<file path="config.mk">
export PLATFORM = sky130hd
export DESIGN_NAME = branch_resolve_unit
export DESIGN_NICKNAME = d
export VERILOG_FILES = /design/src/rtl/branch_resolve_unit.sv
export SDC_FILE = /design/constraint.sdc
export NUM_CORES = 1
export LEC_CHECK = 0
export CAP_MARGIN = 10
export CORE_AREA = 2 2 187 189
export DETAILED_ROUTE_END_ITERATION = 10
export DIE_AREA = 0 0 189 191
export GPL_ROUTABILITY_DRIVEN = 0
export GPL_TIMING_DRIVEN = 0
export PLACE_DENSITY = 0.52
export SYNTH_ARGS = -nofsm -noshare
export SYNTH_HDL_FRONTEND = slang
export SYNTH_SLANG_ARGS = --single-unit
</file>
<file path="constraint.sdc">
create_clock -name clk -period 14 [get_ports clk]
set_clock_uncertainty 0.1 [all_clocks]
set_input_delay 2.1 -clock clk [delete_from_list [all_inputs] [get_ports clk]]
set_output_delay 2.1 -clock clk [all_outputs]
set_load 0.01 [all_outputs]
</file>
<file path="src/rtl/branch_resolve_unit.sv">
// -----------------------------------------------------------------------------
// branch_resolve_unit
//
// EX-stage partner of the branch target buffer. The BTB answer given in IF
// (hit, br, predicted PC) travels with its fetch through a two-entry shadow
// pipeline (IF/ID, ID/EX). In EX the prediction is compared with the real
// branch outcome. The unit then drives the BTB write port, a front-end
// redirect on a misprediction, and two saturating performance counters.
//
// Ports:
//   clk, rst                  clock, asynchronous active-high reset
//   stall_id / flush_id       hold / invalidate the IF/ID metadata entry
//   stall_ex / flush_ex       hold / invalidate the ID/EX metadata entry
//                             (stall_ex also suppresses all EX outputs)
//   if_pc, if_btb_hit,
//   if_btb_br, if_pc_pred     BTB query result for the instruction in IF
//   ex_is_br, ex_taken,
//   ex_target                 resolved branch information in EX
//   btb_update, btb_br,
//   btb_update_pc,
//   btb_update_data           BTB write port (combinational in EX)
//   redirect, redirect_pc     mispredict redirect (combinational in EX)
//   br_count, miss_count      saturating branch / mispredict counters
// -----------------------------------------------------------------------------
module branch_resolve_unit #(
    parameter int CNT_W = 32
) (
    input  logic             clk,
    input  logic             rst,
    input  logic             stall_id,
    input  logic             stall_ex,
    input  logic             flush_id,
    input  logic             flush_ex,
    input  logic [31:0]      if_pc,
    input  logic             if_btb_hit,
    input  logic             if_btb_br,
    input  logic [31:0]      if_pc_pred,
    input  logic             ex_is_br,
    input  logic             ex_taken,
    input  logic [31:0]      ex_target,
    output logic             btb_update,
    output logic             btb_br,
    output logic [31:0]      btb_update_pc,
    output logic [31:0]      btb_update_data,
    output logic             redirect,
    output logic [31:0]      redirect_pc,
    output logic [CNT_W-1:0] br_count,
    output logic [CNT_W-1:0] miss_count
);

    // Saturating increment: the counters stick at all-ones and never wrap.
    function automatic logic [CNT_W-1:0] sat_inc(input logic [CNT_W-1:0] val);
        logic [CNT_W-1:0] res;
        if (val == {CNT_W{1'b1}}) begin
            res = val;
        end else begin
            res = val + CNT_W'(1);
        end
        return res;
    endfunction

    // IF/ID metadata entry
    logic        ifid_v_r;
    logic [31:0] ifid_pc_r;
    logic        ifid_hit_r;
    logic        ifid_br_r;
    logic [31:0] ifid_pred_r;

    // ID/EX metadata entry
    logic        idex_v_r;
    logic [31:0] idex_pc_r;
    logic        idex_hit_r;
    logic        idex_br_r;
    logic [31:0] idex_pred_r;

    // EX evaluation
    logic        act_s;
    logic        pred_taken_s;
    logic        actual_taken_s;
    logic        mispredict_s;
    logic [31:0] fallthru_s;
    logic [31:0] fix_pc_s;

    // Performance counters
    logic [CNT_W-1:0] br_cnt_r;
    logic [CNT_W-1:0] miss_cnt_r;

    // IF/ID register: flush (external or self on redirect) beats stall.
    always_ff @(posedge clk or posedge rst) begin
        if (rst) begin
            ifid_v_r    <= 1'b0;
            ifid_pc_r   <= 32'd0;
            ifid_hit_r  <= 1'b0;
            ifid_br_r   <= 1'b0;
            ifid_pred_r <= 32'd0;
        end else if (flush_id || redirect) begin
            ifid_v_r    <= 1'b0;
        end else if (stall_id) begin
            ifid_v_r    <= ifid_v_r;
        end else begin
            ifid_v_r    <= 1'b1;
            ifid_pc_r   <= if_pc;
            ifid_hit_r  <= if_btb_hit;
            ifid_br_r   <= if_btb_br;
            ifid_pred_r <= if_pc_pred;
        end
    end

    // ID/EX register: flush beats stall; a stalled ID hands EX a bubble.
    always_ff @(posedge clk or posedge rst) begin
        if (rst) begin
            idex_v_r    <= 1'b0;
            idex_pc_r   <= 32'd0;
            idex_hit_r  <= 1'b0;
            idex_br_r   <= 1'b0;
            idex_pred_r <= 32'd0;
        end else if (flush_ex || redirect) begin
            idex_v_r    <= 1'b0;
        end else if (stall_ex) begin
            idex_v_r    <= idex_v_r;
        end else if (stall_id) begin
            idex_v_r    <= 1'b0;
        end else begin
            idex_v_r    <= ifid_v_r;
            idex_pc_r   <= ifid_pc_r;
            idex_hit_r  <= ifid_hit_r;
            idex_br_r   <= ifid_br_r;
            idex_pred_r <= ifid_pred_r;
        end
    end

    // Compare prediction with outcome and drive BTB write and redirect.
    always_comb begin
        act_s          = idex_v_r & ~stall_ex;
        pred_taken_s   = idex_hit_r & idex_br_r;
        actual_taken_s = ex_is_br & ex_taken;
        fallthru_s     = idex_pc_r + 32'd4;

        // A non-branch that the BTB calls taken is a stale or aliased entry.
        if (ex_is_br) begin
            mispredict_s = (ex_taken != pred_taken_s) |
                           (ex_taken & pred_taken_s & (ex_target != idex_pred_r));
        end else begin
            mispredict_s = pred_taken_s;
        end

        // The corrected fetch PC is also the data written back to the BTB.
        if (actual_taken_s) begin
            fix_pc_s = ex_target;
        end else begin
            fix_pc_s = fallthru_s;
        end

        redirect        = 1'b0;
        redirect_pc     = 32'd0;
        btb_update      = 1'b0;
        btb_br          = 1'b0;
        btb_update_pc   = 32'd0;
        btb_update_data = 32'd0;

        if (act_s) begin
            redirect   = mispredict_s;
            // Branches missing the BTB allocate; correct hits never rewrite.
            btb_update = mispredict_s | (ex_is_br & ~idex_hit_r);
        end else begin
            redirect   = 1'b0;
            btb_update = 1'b0;
        end

        if (redirect) begin
            redirect_pc = fix_pc_s;
        end else begin
            redirect_pc = 32'd0;
        end

        if (btb_update) begin
            btb_br          = actual_taken_s;
            btb_update_pc   = idex_pc_r;
            btb_update_data = fix_pc_s;
        end else begin
            btb_br          = 1'b0;
            btb_update_pc   = 32'd0;
            btb_update_data = 32'd0;
        end
    end

    // Saturating branch and mispredict counters.
    always_ff @(posedge clk or posedge rst) begin
        if (rst) begin
            br_cnt_r   <= {CNT_W{1'b0}};
            miss_cnt_r <= {CNT_W{1'b0}};
        end else begin
            if (act_s && ex_is_br) begin
                br_cnt_r <= sat_inc(br_cnt_r);
            end else begin
                br_cnt_r <= br_cnt_r;
            end
            if (redirect) begin
                miss_cnt_r <= sat_inc(miss_cnt_r);
            end else begin
                miss_cnt_r <= miss_cnt_r;
            end
        end
    end

    assign br_count   = br_cnt_r;
    assign miss_count = miss_cnt_r;

endmodule
</file>
==> results.md <==
- Mean routed wirelength per cell: 20.7 um
- Clk sinks: 198
- Residual antenna-violating net count after detailed routing: 0
- Minimum clock period: 8440 ps
- Finished Cell Area: 14000 um2
- Worst-case reg-to-reg path depth: 8
- First-pass GRT wire length: 51900 um
- Post-CTS resize count: 0
- Die W: 189 um
- Port Buffer Count: 268
- CTS tree: built
- Share of layout cells above drive strength 1: 15.5%
- Area of the multi-input gates: 4880 um2
- Router iterations before antenna repair: 5
- Hold Crit Depth: 1
- Clk slew on worst S/H paths: 80 ps
- Synthesized instance count: 894
- Pwr/cell area: 110 nW/um2
- Layout filler cell count: 3291
- Peak supply drop: 0.0829 mV
- Synth Cell Area: 10100 um2
- YS warnings: 0
- Number of synthesized flops with an enable pin: 0
- Initial Utilization: 29.6%
- Critical path peak fanout: 10
- Worst Path Required: 11800 ps
- Deepest clock path buffer count: 2
- Finish-stage setup viols: 0
- # H-tree levels: 4
- CP startpoint: ex_target[13]
- Die area: 36100 um2
- # IOs: 269
- Slew Limit Fails: 0
- Post-CTS Setup Repair Bufs: 0
- Dpl cell area: 13400 um2
- Vias/cell: 4.83
- Setup Crit Path Kind: input port to primary output
- Fin nets: 1292
- GRT overflow: 0
- Reg-to-reg slack, setup: 10750 ps
- Worst hold path startpoint: miss_count[25]$_DFFE_PP0P_
- Largest net degree at the start of global routing: 106
- Vias: 7962
- Cts hold-fix bufs: 0
- CORE AREA: 34100 um2
- Mean Syn Cell Area: 11.3 um2
- RSZ-0062 raised after global routing: no
- Sequential Area: 4950 um2
- Final WL: 34100 um
- Violation count after the first detailed-route iteration: 363
- Synth cell types: 41
- Top cells by count, synth: dfrtp_1 (198), mux2_2 (95), nor2_1 (78)
- Fin Setup TNS: 0 ps
- Slew @ Worst Pin: 928 ps
- CP startpoint kind: input port
- Total nets after synthesis: 1004
- Max cap viols: 0
- Synth async-reset ratio: 100%
- Die outline height: 191 um
- Ys flop type: dfrtp_1
- Synth area leaders: dfrtp_1 (49%), mux2_2 (11%), xor2_1 (6.5%), mux2_4 (5.9%), xnor2_1 (3.6%)
- Hold Path Class: flop to flop
- Status: completed
- Vias in the first global route: 8311
- FMAX: 0.119 GHz
- Synth area leader: dfrtp_1
- Detail Placement HPWL: 26400 um
- Overall power: 1.54 mW
- Share of the synthesized area in the top cell type: 49.0%
- Area grow syn2layout: 38.3%
- Seq cells post-synth: 198
- Worst setup EP type: primary output
- Rel. slew slack: 38.2%
- Seq/Total Area, Yosys: 49.0%
- CP arrival: 6240 ps
- Number of remaining DRC errors: 0
- Root Driver: clkbuf_16
- Antenna violations before repair: 6
- Hold endpoint: miss_count[25]$_DFFE_PP0P_
- Clock buffer count from CTS: 17
- R2r startpoint: idex_pred_r[14]$_DFFE_PP0P_
- Cell with the most instances after synthesis: dfrtp_1
- Gr usage total: 19.2%
- Final Hold Viols: 0
- FP Rows: 68
- RR Endpoint: idex_pred_r[15]$_DFFE_PP0P_
- Period utilisation layout: 60.3%
- Worst-Skew Late Latency: 440 ps
- Leakage: 5.79 nW
==> metal layers <==
layer | up-vias | part of all wire, % | track usage (%)
met1 | 3889 | 46 | 25.6
li1 | 3736 | - | -
met2 | 280 | 44 | 30.1
met5 | - | 0.24 | 0
met4 | 12 | 2.4 | 5.83
met3 | 45 | 7.1 | 5.60
==> cell usage in the layout, fill, tap and decap left out, types with 2 or more instances in the layout <==
master / n
clkinv_4: 4
xnor2_1: 42
o21ai_0: 16
buf_6: 5
clkbuf_16: 17
dfrtp_1: 198
a211oi_1: 43
nor4_1: 20
nand3_1: 32
ha_1: 4
inv_1: 20
and3_1: 13
and2_1: 9
a21oi_1: 6
or4_4: 2
nand2_1: 51
mux2_4: 40
nor3_1: 9
xor2_1: 75
mux2_2: 95
a2111oi_0: 6
inv_6: 3
nand4_1: 31
a21boi_0: 2
buf_2: 7
and4_1: 6
inv_8: 5
nor2_1: 78
nor2b_1: 33
nand2b_1: 2
clkdlybuf4s50_1: 268
clkbuf_1: 26
mux2i_1: 9
==> report_power, final <==
part           total, mW  leakage, nW  switching (mW)  internal (mW)
Sequential         0.750         2.41          0.0911          0.658
Combinational      0.291         3.10           0.122          0.169
Clock              0.499        0.285           0.245          0.254
==> worst max path at each step <==
stage	endpoint	cells after the start	slack, ps
2_1_floorplan	br_count[0]$_DFFE_PP0P_	1	6400
3_3_place_gp	idex_pc_r[22]$_DFFE_PP0P_	2	3300
3_5_place_dp	btb_update_data[4]	10	5480
4_1_cts	btb_update_data[2]	10	5470
5_1_grt	btb_update_data[11]	10	5270
6_report	btb_update_data[2]	10	5560
==> state kept, by name (all words and copies together), names as in the netlist <==
register,cells
idex_v_r,1
idex_pred_r,32
ifid_hit_r,1
br_count,32
ifid_v_r,1
idex_pc_r,32
ifid_pc_r,32
idex_hit_r,1
idex_br_r,1
miss_count,32
ifid_br_r,1
ifid_pred_r,32
==> cell families after synthesis <==
kind of cell,after synthesis,synth area share (%)
compound gates,80,5.58
xor+xnor,117,10.1
simple gates,292,14.7
buf+inv,59,2.65
fa+ha+maj,4,0.495
mux,144,17.4
flops,198,49.0
==> metrics by stage <==
| step | hold slack [ps] | cells | util, % | setup WS [ps] |
|---|---|---|---|---|
| after floorplan | 372 | 894 | - | 6400 |
| after global placement | 381 | 1617 | 39.2 | 3300 |
| after detailed placement | 385 | 1618 | 39.3 | 5480 |
| after CTS | 400 | 1649 | 41.0 | 5470 |
| after global routing | 413 | 1649 | 41.0 | 5270 |
| final | 398 | 1650 | 41.0 | 5560 |
==> critical path: stages <==
cell	delay [ps]
clkdlybuf4s50_1	560
xor2_1	220
nor4_1	420
nand4_1	330
o21a_1	360
nor3b_1	390
clkbuf_1	610
clkbuf_1	630
nor2_1	100
clkdlybuf4s50_1	510
==> layout make-up <==
type,instances,area share (%)
inverter,21,0.617
sequential,198,35.4
clock inverter,14,1.15
clock buffer,17,3.04
buffer,38,1.35
antenna,1,0.0179
tap,455,4.07
timing repair buffer,269,19.4
multi-input combinational,637,34.9
Note: power is estimated with default switching activity, not from simulation.
